[src/rtl/ifu_pkg_ysyx23060136.sv]
// Shared types and constants for the instruction-fetch unit.
package ifu_pkg_ysyx23060136;

    typedef enum logic [1:0] {
        REQ  = 2'd0,
        WAIT = 2'd1,
        HOLD = 2'd2,
        DROP = 2'd3
    } ifu_state_e;

    localparam logic [31:0] RST_PC   = 32'h8000_0000;
    localparam logic [31:0] NOP_INST = 32'h0000_0013;

    function automatic logic [31:0] align_pc(input logic [31:0] a);
        return a & ~32'h0000_0003;
    endfunction

endpackage

[src/rtl/ifu_perf_cnt_ysyx23060136.sv]
// Fetch and bubble event counters, 64-bit, cleared by rst, wrapping naturally.
// Zero latency: counts reflect events up to the previous rising edge; no backpressure.
module ifu_perf_cnt_ysyx23060136 (
    input  logic        clk,
    input  logic        rst,
    input  logic        i_fetch,
    input  logic        i_bubble,
    output logic [63:0] o_fetch_cnt,
    output logic [63:0] o_bubble_cnt
);

    logic [63:0] r_fetch_cnt;
    logic [63:0] r_bubble_cnt;

    always_ff @(posedge clk) begin
        if (rst) begin
            r_fetch_cnt  <= 64'd0;
            r_bubble_cnt <= 64'd0;
        end else begin
            if (i_fetch)  r_fetch_cnt  <= r_fetch_cnt + 64'd1;
            if (i_bubble) r_bubble_cnt <= r_bubble_cnt + 64'd1;
        end
    end

    assign o_fetch_cnt  = r_fetch_cnt;
    assign o_bubble_cnt = r_bubble_cnt;

endmodule

[src/rtl/ifu_fetch_unit_ysyx23060136.sv]
// IF front end: PC generation, valid/ready imem fetch, one-entry instruction buffer; IFU_PERF_EN adds perf counters.
// Instruction visible the cycle after its response; request held until ready, output held while FORWARD_stallID.
module ifu_fetch_unit_ysyx23060136
    import ifu_pkg_ysyx23060136::*;
(
    input  logic        clk,
    input  logic        rst,
    input  logic        BRANCH_flushIF,
    input  logic [31:0] BRANCH_target,
    input  logic        FORWARD_stallID,
    output logic        imem_req_valid,
    input  logic        imem_req_ready,
    output logic [31:0] imem_req_addr,
    input  logic        imem_rsp_valid,
    input  logic [31:0] imem_rsp_data,
    output logic        IFU_o_valid,
    output logic [31:0] IFU_o_pc,
    output logic [31:0] IFU_o_inst
`ifdef IFU_PERF_EN
    ,
    output logic [63:0] perf_fetch_cnt,
    output logic [63:0] perf_bubble_cnt
`endif
);

    ifu_state_e  r_state;
    ifu_state_e  w_state_nxt;
    logic [31:0] r_pc;
    logic [31:0] w_pc_nxt;
    logic [31:0] r_buf_pc;
    logic [31:0] r_buf_inst;
    logic        r_drop;
    logic        w_drop_nxt;
    logic        w_load_buf;
    logic        w_consume;
    logic        w_redirect;
    logic        w_req_fire;

    // Same qualification the IF/ID segment register applies.
    assign w_consume  = IFU_o_valid & ~FORWARD_stallID;
    assign w_redirect = BRANCH_flushIF & ~FORWARD_stallID;
    assign w_req_fire = imem_req_valid & imem_req_ready;

    always_comb begin
        w_state_nxt = r_state;
        w_pc_nxt    = r_pc;
        w_drop_nxt  = r_drop;
        w_load_buf  = 1'b0;
        case (r_state)
            REQ: begin
                w_drop_nxt = 1'b0;
                if (w_redirect) begin
                    w_pc_nxt = align_pc(BRANCH_target);
                    if (w_req_fire) begin
                        w_state_nxt = DROP;
                        w_drop_nxt  = 1'b1;
                    end
                end else if (w_req_fire) begin
                    w_state_nxt = WAIT;
                end
            end
            WAIT: begin
                if (w_redirect) begin
                    w_pc_nxt = align_pc(BRANCH_target);
                    // A stale response landing this very cycle is already gone; nothing left to drop.
                    if (imem_rsp_valid) begin
                        w_state_nxt = REQ;
                    end else begin
                        w_state_nxt = DROP;
                        w_drop_nxt  = 1'b1;
                    end
                end else if (imem_rsp_valid) begin
                    w_state_nxt = HOLD;
                    w_load_buf  = 1'b1;
                end
            end
            HOLD: begin
                if (w_redirect) begin
                    w_pc_nxt    = align_pc(BRANCH_target);
                    w_state_nxt = REQ;
                end else if (w_consume) begin
                    w_pc_nxt    = r_pc + 32'd4;
                    w_state_nxt = REQ;
                end
            end
            DROP: begin
                if (w_redirect) w_pc_nxt = align_pc(BRANCH_target);
                if (imem_rsp_valid) begin
                    w_drop_nxt  = 1'b0;
                    w_state_nxt = REQ;
                end
            end
            default: w_state_nxt = REQ;
        endcase
    end

    always_ff @(posedge clk) begin
        if (rst) begin
            r_state    <= REQ;
            r_pc       <= RST_PC;
            r_drop     <= (r_state == WAIT);
            r_buf_pc   <= RST_PC;
            r_buf_inst <= NOP_INST;
        end else begin
            r_state <= w_state_nxt;
            r_pc    <= w_pc_nxt;
            r_drop  <= w_drop_nxt;
            if (w_load_buf) begin
                r_buf_pc   <= r_pc;
                r_buf_inst <= imem_rsp_data;
            end
        end
    end

    assign imem_req_valid = (r_state == REQ) & ~rst;
    assign imem_req_addr  = align_pc(r_pc);
    assign IFU_o_valid    = (r_state == HOLD) & ~rst;
    assign IFU_o_pc       = IFU_o_valid ? r_buf_pc   : RST_PC;
    assign IFU_o_inst     = IFU_o_valid ? r_buf_inst : NOP_INST;

`ifdef IFU_PERF_EN
    logic w_bubble;
    assign w_bubble = ~FORWARD_stallID & ~IFU_o_valid;

    ifu_perf_cnt_ysyx23060136 u_perf (
        .clk         (clk),
        .rst         (rst),
        .i_fetch     (w_consume),
        .i_bubble    (w_bubble),
        .o_fetch_cnt (perf_fetch_cnt),
        .o_bubble_cnt(perf_bubble_cnt)
    );
`endif

endmodule

[config.mk]
export PLATFORM = sky130hd
export DESIGN_NAME = ifu_fetch_unit_ysyx23060136
export DESIGN_NICKNAME = d
export VERILOG_FILES = /design/src/rtl/ifu_pkg_ysyx23060136.sv /design/src/rtl/ifu_perf_cnt_ysyx23060136.sv /design/src/rtl/ifu_fetch_unit_ysyx23060136.sv
export SDC_FILE = /design/constraint.sdc
export NUM_CORES = 1
export LEC_CHECK = 0
export CORE_ASPECT_RATIO = 0.5
export CORE_MARGIN = 10
export CORE_UTILIZATION = 42
export CTS_BUF_LIST = sky130_fd_sc_hd__clkbuf_4
export DETAILED_ROUTE_END_ITERATION = 10
export PLACE_DENSITY = 0.76
export REMOVE_ABC_BUFFERS = 1
export SYNTH_ARGS = -nofsm -noshare
export SYNTH_HDL_FRONTEND = slang
export SYNTH_SLANG_ARGS = --single-unit
[constraint.sdc]
create_clock -name clk -period 2.1 [get_ports clk]
set_input_delay 0.315 -clock clk [delete_from_list [all_inputs] [get_ports clk]]
set_output_delay 0.315 -clock clk [all_outputs]
set_load 0.02 [all_outputs]
==> reports/results.ini <==
[status]
status = finished clean

[timing]
hold_viol = 0
rsz0062_at_grt = yes
drv_slew = 0
timing.final.crit_share_pct = 97.0
final.min_clock_period_ns = 2.04
worstMarginPinSlew_ns = 0.522
max_freq_mhz = 491
clock_skew_ns = 0.0127
slew_headroom_pct = 65.2
tns_ns = 0
timing.hold.ws_ns = 0.265
finalSetupViolCount = 0

[worst_setup_path]
endpoint_kind = output port
critPathKind = reg -> out
crit_fanout = 12
required_ns = 1.78
arrival_ns = 1.72
startpoint_type = flip-flop

[cts]
cts_tree = done
cts_sinks = 94
cts_made_buffers = 9
clockBufferDepth = 2
path_clk_slew_ns = 0.14
cts_root_buf = clkbuf_4
h-tree-depth = 3
clock_latency_ns = 0.46

[detailed_routing]
avgRoutedWirePerCell_um = 17.2
ant_nets = 0
wl_um = 16200
vias = 5025
first_iter_violations = 388
viasPerCell = 5.32
drt_first_pass_iters = 5
drc = 0

[global_routing]
grt_pass1_wl_um = 25700
antenna_found_initial = 1
grt_pass1_vias = 4833
grtUsageTotal_pct = 19.5
grt-ovfl-total = 0
grt_max_degree = 63

[logic_synthesis]
synth-main-ff-cell = dfxtp_1
syn_inst = 614
synth.distinct_cells = 60
yosys.area_share.simple_pct = 34.3
synth_top_family_by_area = simple AND/OR/NAND/NOR gates
ys_ff_latch = 94
synth_xor_area_share_pct = 0.188
synth_edf_count = 0
synthMuxAreaShare_pct = 0.645
synth_async_sr_flop_share_pct = 0
yosys_warnings = 0
syn_area_per_cell_um2 = 7.58
synthAdderAreaFrac_pct = 0.269
synth_compound_area_share_pct = 18.8
syn_area_mm2 = 0.00465
ys_seq_area_share_pct = 40.4

[die]
start_util_pct = 42.7
die-area_mm2 = 0.0159
std_cell_rows = 27
fp.dieW_um = 169
design.portCount = 168
core_mm2 = 0.0109
fp.dieH_um = 94.4

[layout]
final_common_cell = nand2_1
fillers = 985
final_nets = 866
final_util_pct = 61.5
design_area_mm2 = 0.00671
n_antenna_cell = 0
layout_common_cells = nand2_1, clkdlybuf4s50_1, dfxtp_1, a21oi_1, and2_1
area_growth_syn_to_layout_pct = 44.2
drive_above_1_share_pct = 18.4

[hold_path]
hp-class = in -> reg

[place]
numPortBuffers = 161
placed_area_mm2 = 0.00671
dp_hpwl_um = 11500
gp_congestion = 0.891

[run]
cap_violations = 0

[power_and_ir_drop]
p_per_area_mw_per_mm2 = 525
p_leak_nw = 2.63
ir_worst_vdd_mv = 0.254

-- through the flow --
stage               cells  power [W]  worst slack [ns]
global placement      925    0.00264           -0.0146
finish                945    0.00352            0.0628
global route          945    0.00368          -0.00440
CTS                   945    0.00355            0.0136
floorplan             567    0.00223             -3.22
detailed placement    925    0.00265           -0.0558
-- per-layer routing --
layer | wire length, um | track usage, %
met2 | 8030 | 34.1
met3 | 1010 | 3.81
met4 | 172 | 4.90
met1 | 7000 | 24.3
met5 | 0 | 0
-- timing repair --
item | CTS | global route
buffers inserted | 2 | 1
hold buffers | 0 | 0
endpoints found under the setup margin | 64 | 65
pin swaps | 1 | 2
gates resized for setup | 221 | 42
gates cloned | 2 | 0
-- critical path: stages, from the launching register on --
cell and delay (ns):
dfxtp_2 0.36, nor3b_4 0.18, buf_6 0.17, buf_8 0.16
and2_1 0.14, clkdlybuf4s15_2 0.26
-- flip-flops by register name, indices dropped and copies added, names as in the netlist --
name	cells
r_buf_inst	32
r_buf_pc	30
r_pc	30
r_state	2
-- cell type report --
cell class	count	area, um^2	area share (%)
clock buffers	10	75.1	1.12
flip-flops and latches	94	1890	28.1
well taps	145	181	2.70
clock inverters	6	36.3	0.540
repair buffers	217	1950	29.0
multi-input cells	468	2570	38.3
inverters	5	18.8	0.280
-- power by group --
group | internal, W | switching, W | total (W)
Clock | 0.000255 | 0.000629 | 0.000884
Combinational | 0.000359 | 0.000373 | 0.000732
Sequential | 0.00185 | 0.0000581 | 0.00191
-- Yosys cell counts, types with 9 or more instances --
library cell	n	share of area [%]
a21oi_1	66	7.1
and2_1	60	8.1
dfxtp_1	94	40
nand3_1	25	2.7
nor3_1	9	0.97
clkbuf_1	34	2.7
nand2_1	147	12
nand4_1	14	1.9
nor2_1	31	2.5
a22oi_1	9	1.5
o21ai_0	10	1.1
-- logic make-up after synthesis --
kind of cell,count (synthesis)
muxes,3
and+or+nand+nor,323
AOI/OAI and AO/OA,136
xor gates and xnor gates,1
DFF,94
adders and majority gates,1
buffers and inverters,55
other,1
-- path summary, 6_finish.rpt --
check,start,to,slack (ns),cells after the start
hold / removal,rst,r_state[0],0.27,3
setup / recovery,r_state[1],IFU_o_inst[5],0.06,5
setup reg to reg,r_pc[10],r_pc[29],0.10,5
hold reg to reg,r_buf_pc[12],r_buf_pc[12],0.46,2
No activity file was read; power rests on OpenSTA's default activity.
